<file path="src/rtl/cpu_pkg.sv">
// Shared constants for the 8-bit CPU datapath blocks.
package cpu_pkg;
  localparam int ADDR_W       = 8;
  localparam int RSTACK_DEPTH = 8;
endpackage

</file>
<file path="src/rtl/stack_regfile.sv">
// Return-stack storage: one synchronous write port, one asynchronous read port, no reset.
module stack_regfile #(
  parameter int WIDTH = cpu_pkg::ADDR_W,
  parameter int DEPTH = cpu_pkg::RSTACK_DEPTH,
  parameter int AW    = $clog2(DEPTH)
) (
  input  logic             clk,
  input  logic             we,
  input  logic [AW-1:0]    waddr,
  input  logic [WIDTH-1:0] wdata,
  input  logic [AW-1:0]    raddr,
  output logic [WIDTH-1:0] rdata
);
  logic [WIDTH-1:0] mem_q [DEPTH];

  always_ff @(posedge clk) begin
    if (we) mem_q[waddr] <= wdata;
  end

  assign rdata = mem_q[raddr];
endmodule

</file>
<file path="src/rtl/return_stack.sv">
// Return-address stack feeding the program counter's load_val/load pair on RET.
// push/pop are single-cycle requests with no ready: push when full is dropped, pop when empty is dropped.
module return_stack
  import cpu_pkg::*;
#(
  parameter int WIDTH = ADDR_W,
  parameter int DEPTH = RSTACK_DEPTH,
  parameter int PTR_W = $clog2(DEPTH)
) (
  input  logic             clk,
  input  logic             reset,
  input  logic             push,
  input  logic [WIDTH-1:0] push_val,
  input  logic             pop,
  output logic [WIDTH-1:0] pop_val,
  output logic             pop_valid,
  output logic [WIDTH-1:0] top,
  output logic [PTR_W:0]   count,
  output logic             empty,
  output logic             full,
  output logic             overflow,
  output logic             underflow,
  input  logic             clear_err
);
  localparam logic [PTR_W:0] ONE_CNT   = (PTR_W+1)'(1);
  localparam logic [PTR_W:0] DEPTH_CNT = (PTR_W+1)'(DEPTH);

  logic [PTR_W:0]   count_q, count_d, count_m1;
  logic [WIDTH-1:0] pop_val_q, pop_val_d;
  logic             pop_valid_q, pop_valid_d;
  logic             overflow_q, overflow_d;
  logic             underflow_q, underflow_d;
  logic             we;
  logic [PTR_W-1:0] waddr, top_idx;
  logic [WIDTH-1:0] rdata;

  assign count_m1 = count_q - ONE_CNT;
  assign top_idx  = count_m1[PTR_W-1:0];
  assign empty    = (count_q == '0);
  assign full     = (count_q == DEPTH_CNT);

  stack_regfile #(.WIDTH(WIDTH), .DEPTH(DEPTH), .AW(PTR_W)) u_regfile (
    .clk   (clk),
    .we    (we & ~reset),
    .waddr (waddr),
    .wdata (push_val),
    .raddr (top_idx),
    .rdata (rdata)
  );

  always_comb begin
    count_d     = count_q;
    pop_val_d   = pop_val_q;
    pop_valid_d = 1'b0;
    overflow_d  = clear_err ? 1'b0 : overflow_q;
    underflow_d = clear_err ? 1'b0 : underflow_q;
    we          = 1'b0;
    waddr       = count_q[PTR_W-1:0];
    if (push && pop) begin
      pop_valid_d = 1'b1;
      if (empty) begin
        pop_val_d = push_val;
      end else begin
        // Swap in place: the old top leaves, the new address takes its slot.
        pop_val_d = rdata;
        we        = 1'b1;
        waddr     = top_idx;
      end
    end else if (push) begin
      if (full) begin
        overflow_d = 1'b1;
      end else begin
        we      = 1'b1;
        count_d = count_q + ONE_CNT;
      end
    end else if (pop) begin
      if (empty) begin
        underflow_d = 1'b1;
      end else begin
        pop_val_d   = rdata;
        pop_valid_d = 1'b1;
        count_d     = count_m1;
      end
    end
  end

  always_ff @(posedge clk) begin
    if (reset) begin
      count_q     <= '0;
      pop_val_q   <= '0;
      pop_valid_q <= 1'b0;
      overflow_q  <= 1'b0;
      underflow_q <= 1'b0;
    end else begin
      count_q     <= count_d;
      pop_val_q   <= pop_val_d;
      pop_valid_q <= pop_valid_d;
      overflow_q  <= overflow_d;
      underflow_q <= underflow_d;
    end
  end

  assign count     = count_q;
  assign pop_val   = pop_val_q;
  assign pop_valid = pop_valid_q;
  assign overflow  = overflow_q;
  assign underflow = underflow_q;
  assign top       = empty ? '0 : rdata;
endmodule

</file>
<file path="config.mk">
export PLATFORM = sky130hd
export DESIGN_NAME = return_stack
export DESIGN_NICKNAME = d
export VERILOG_FILES = /design/src/rtl/cpu_pkg.sv /design/src/rtl/stack_regfile.sv /design/src/rtl/return_stack.sv
export SDC_FILE = /design/constraint.sdc
export NUM_CORES = 1
export LEC_CHECK = 0
export CAP_MARGIN = 15
export CORE_ASPECT_RATIO = 0.8
export CORE_MARGIN = 1
export CORE_UTILIZATION = 50
export CTS_CLUSTER_DIAMETER = 100
export DETAILED_ROUTE_END_ITERATION = 7
export PLACE_DENSITY = 0.72
export SYNTH_ARGS = -nofsm -noshare
export SYNTH_HDL_FRONTEND = slang
export SYNTH_SLANG_ARGS = --single-unit
</file>
<file path="constraint.sdc">
create_clock -name clk -period 3.17 [get_ports clk]
set_input_delay 0.634 -clock clk [delete_from_list [all_inputs] [get_ports clk]]
set_output_delay 0.634 -clock clk [all_outputs]
set_load 0.1 [all_outputs]
</file>
==> flow_summary.toml <==
[pwr]
ir_worst_vdd_mv = 0.446
cellPowerDensity_mw_per_mm2 = 869
leakagePower_nw = 1.56

[job]
max_cap_viol = 0

[global_routing]
grt_start_max_net_pins = 25
gr-usage-all-layers_pct = 23.6
antenna_violations_before_repair = 0
grt_pass1_vias = 2120
grt_pass1_wl_mm = 11.9
globalRouteOverflowTotal = 0

[timing]
worstMarginPinSlew_ns = 0.716
final_hold_violation_count = 0
setup_viol_count_final = 0
timing.max_slew.rel_slack_pct = 51.8
timing.final.crit_period_ns = 3.11
final_count_of_pins_violating_max_slew = 0
finalClockSkew_ns = 0.00836
maxClockFrequency_ghz = 0.321
rsz0062_at_grt = "yes"
min_period_over_period_pct = 98.2
final.hold.worst_slack_ns = 0.501

[place]
place.gp.congestion = 0.799
hpwlAfterDp_mm = 5.08
dpl_cell_area_mm2 = 0.00420
port-buffer-count = 37

[synth]
synth_cells = 209
synth.yosys.warnings = 0
synth_edf_count = 64
synth_cell_area_mm2 = 0.00346
syn-num-nets = 224
synth.top_cells.by_area = "edfxtp_1 (56%), dfxtp_1 (8.7%), mux4_1 (6.1%), mux4_2 (5.2%), o41ai_2 (3.3%)"
synth_seq_area_share_pct = 64.2
ys_dominant_reg_cell = "edfxtp_1"
ys_seq_elements = 79
synth.lib_cells_used.distinct = 40
post-synth-top-area-cell = "edfxtp_1"
synth-async-reset-ratio_pct = 0
post_synth.cell_area_avg_um2 = 16.6
synthDominantCellAreaShare_pct = 55.6

[clocking]
cts.root.buffer_cell = "clkbuf_8"
cts_buffers = 9
source_to_sink_clock_delay_at_the_later_pin_of_the_worst_skew_pair_ns = 0.35
clock_tree_from_tritoncts = "yes"
clk_pin_slew_worst_paths_ns = 0.08
cts.sink_count = 79
clock_tree.buffer_depth = 2
htree_levels = 3
post-cts-setup-buffer-count = 0

[setup_path]
r2r_cells = 8
critPathKind = "flop to primary output"
arrival_ns = 2.48
critPathCaptureType = "primary output"
worstSetupStartpointType = "flop"
critical_path_required_ns = 2.54
critPathMaxFanout = 16

[floorplanning]
die_height_um = 76.4
floorplan.die_area_mm2 = 0.00726
fp.dieW_um = 95
placeableCoreArea_mm2 = 0.00654
floorplan.initialDensity_pct = 52.9
num_rows = 26
floorplan.io_pins = 38

[worst_hold_path]
worst_hold_path.num_cells = 2
holdCritPathClass = "flop to flop"

[finish]
num-nets-final = 279
drive_above_1_share_pct = 42.4
layout.filler_cells = 447
postLayoutCellArea_mm2 = 0.00447
mostFrequentLayoutCell = "edfxtp_1"
antenna-diode-count = 0
final_cell_mix = "edfxtp_1 (64), buf_4 (35), mux4_2 (13)"
final_util_pct = 68.3
areaGrowthSynthToFinish_pct = 29.1

[route]
detail-route-antenna-nets = 0
dr_vias = 2119
drt_first_pass_iters = 4
totalWireLength_mm = 7.85
viasPerCell = 6.00
drc_errors = 0
detail_route.iter0.violations = 140
wl_per_cell_um = 22.2

[outcome]
outcome = "finished clean"
==> per-layer routing <==
layer,vias up,track usage (%),wire [µm]
met5,-,0,0
met4,0,6.06,68
met3,8,6.89,667
met2,91,38.2,3990
met1,1079,31.4,3120
li1,941,-,-
==> worst max-delay path, cell delays in order, from the launching register on <==
cell,delay [ns]
dfxtp_4,0.37
inv_1,0.13
ha_4,0.20
xor2_4,0.17
buf_12,0.19
mux4_1,0.62
mux2i_4,0.22
nor2_4,0.07
buf_12,0.16
==> path summary, 6_finish.rpt <==
path         slack [ns]                  start                               to
max reg2reg        0.64  count[0]$_SDFFE_PP0P_  u_regfile.mem_q[3][0]$_DFFE_PP_
max                0.06  count[0]$_SDFFE_PP0P_                           top[0]
min reg2reg        0.50    overflow$_SDFF_PP0_              overflow$_SDFF_PP0_
min                0.50    overflow$_SDFF_PP0_              overflow$_SDFF_PP0_
==> layout make-up <==
type	count	area, µm²	area share, %
Clock buffer	9	124	2.77
Clock inverter	7	95.1	2.13
Inverter	6	22.5	0.504
Multi-Input combinational cell	110	1290	28.9
Sequential cell	79	2230	49.9
Tap cell	84	105	2.35
Timing Repair Buffer	58	603	13.5
==> where the power goes <==
part / leakage (nW) / internal (mW) / switching (mW)
registers: 0.702 / 1.18 / 0.0398
logic: 0.748 / 0.666 / 1.19
clock network: 0.111 / 0.444 / 0.363
==> cell usage after synthesis, types with 2 or more instances <==
library cell	count
mux4_2	8
buf_2	3
or3_1	2
mux2i_1	10
nor2b_1	11
xnor2_1	2
nand3_1	2
a21oi_1	2
nor3_1	12
ha_1	2
mux4_1	8
a32oi_1	9
o21ai_1	2
clkbuf_1	6
inv_1	5
o41ai_2	7
o21ai_0	4
dfxtp_1	15
nor2_1	15
edfxtp_1	64
==> repair_timing <==
item                       4_1_cts  5_1_grt
pin swaps                        0        0
hold buffers                     0        0
gates cloned                     0        0
resized for setup                4        9
setup endpoints to repair        7        6
==> flip-flops by register name (all words and copies together), names as in the netlist <==
register         cells
count                4
u_regfile.mem_q     64
pop_valid            1
pop_val              8
underflow            1
overflow             1
==> stage by stage <==
stage / cells / power [mW] / setup TNS, ns / setup slack [ns]
after CTS: 353 / 3.85 / 0 / 0.00749
after global routing: 353 / 4.03 / -0.0177 / -0.0177
after global placement: 337 / 3.00 / 0 / 0.299
final: 353 / 3.88 / 0 / 0.0569
after floorplan: 209 / 2.55 / -0.0778 / -0.0111
after detailed placement: 337 / 3.02 / 0 / 0.268
==> cell families (layout without fill, tap and decap cells) <==
group | after synthesis | in the layout | synth area share [%]
buf+inv | 20 | 80 | 3.40
mux | 28 | 28 | 14.9
flops | 79 | 79 | 64.2
compound gates | 30 | 30 | 8.43
xor+xnor | 3 | 3 | 1.30
fa+ha+maj | 2 | 2 | 0.723
simple gates | 47 | 47 | 7.02
Power figures use the tool's default switching activity.
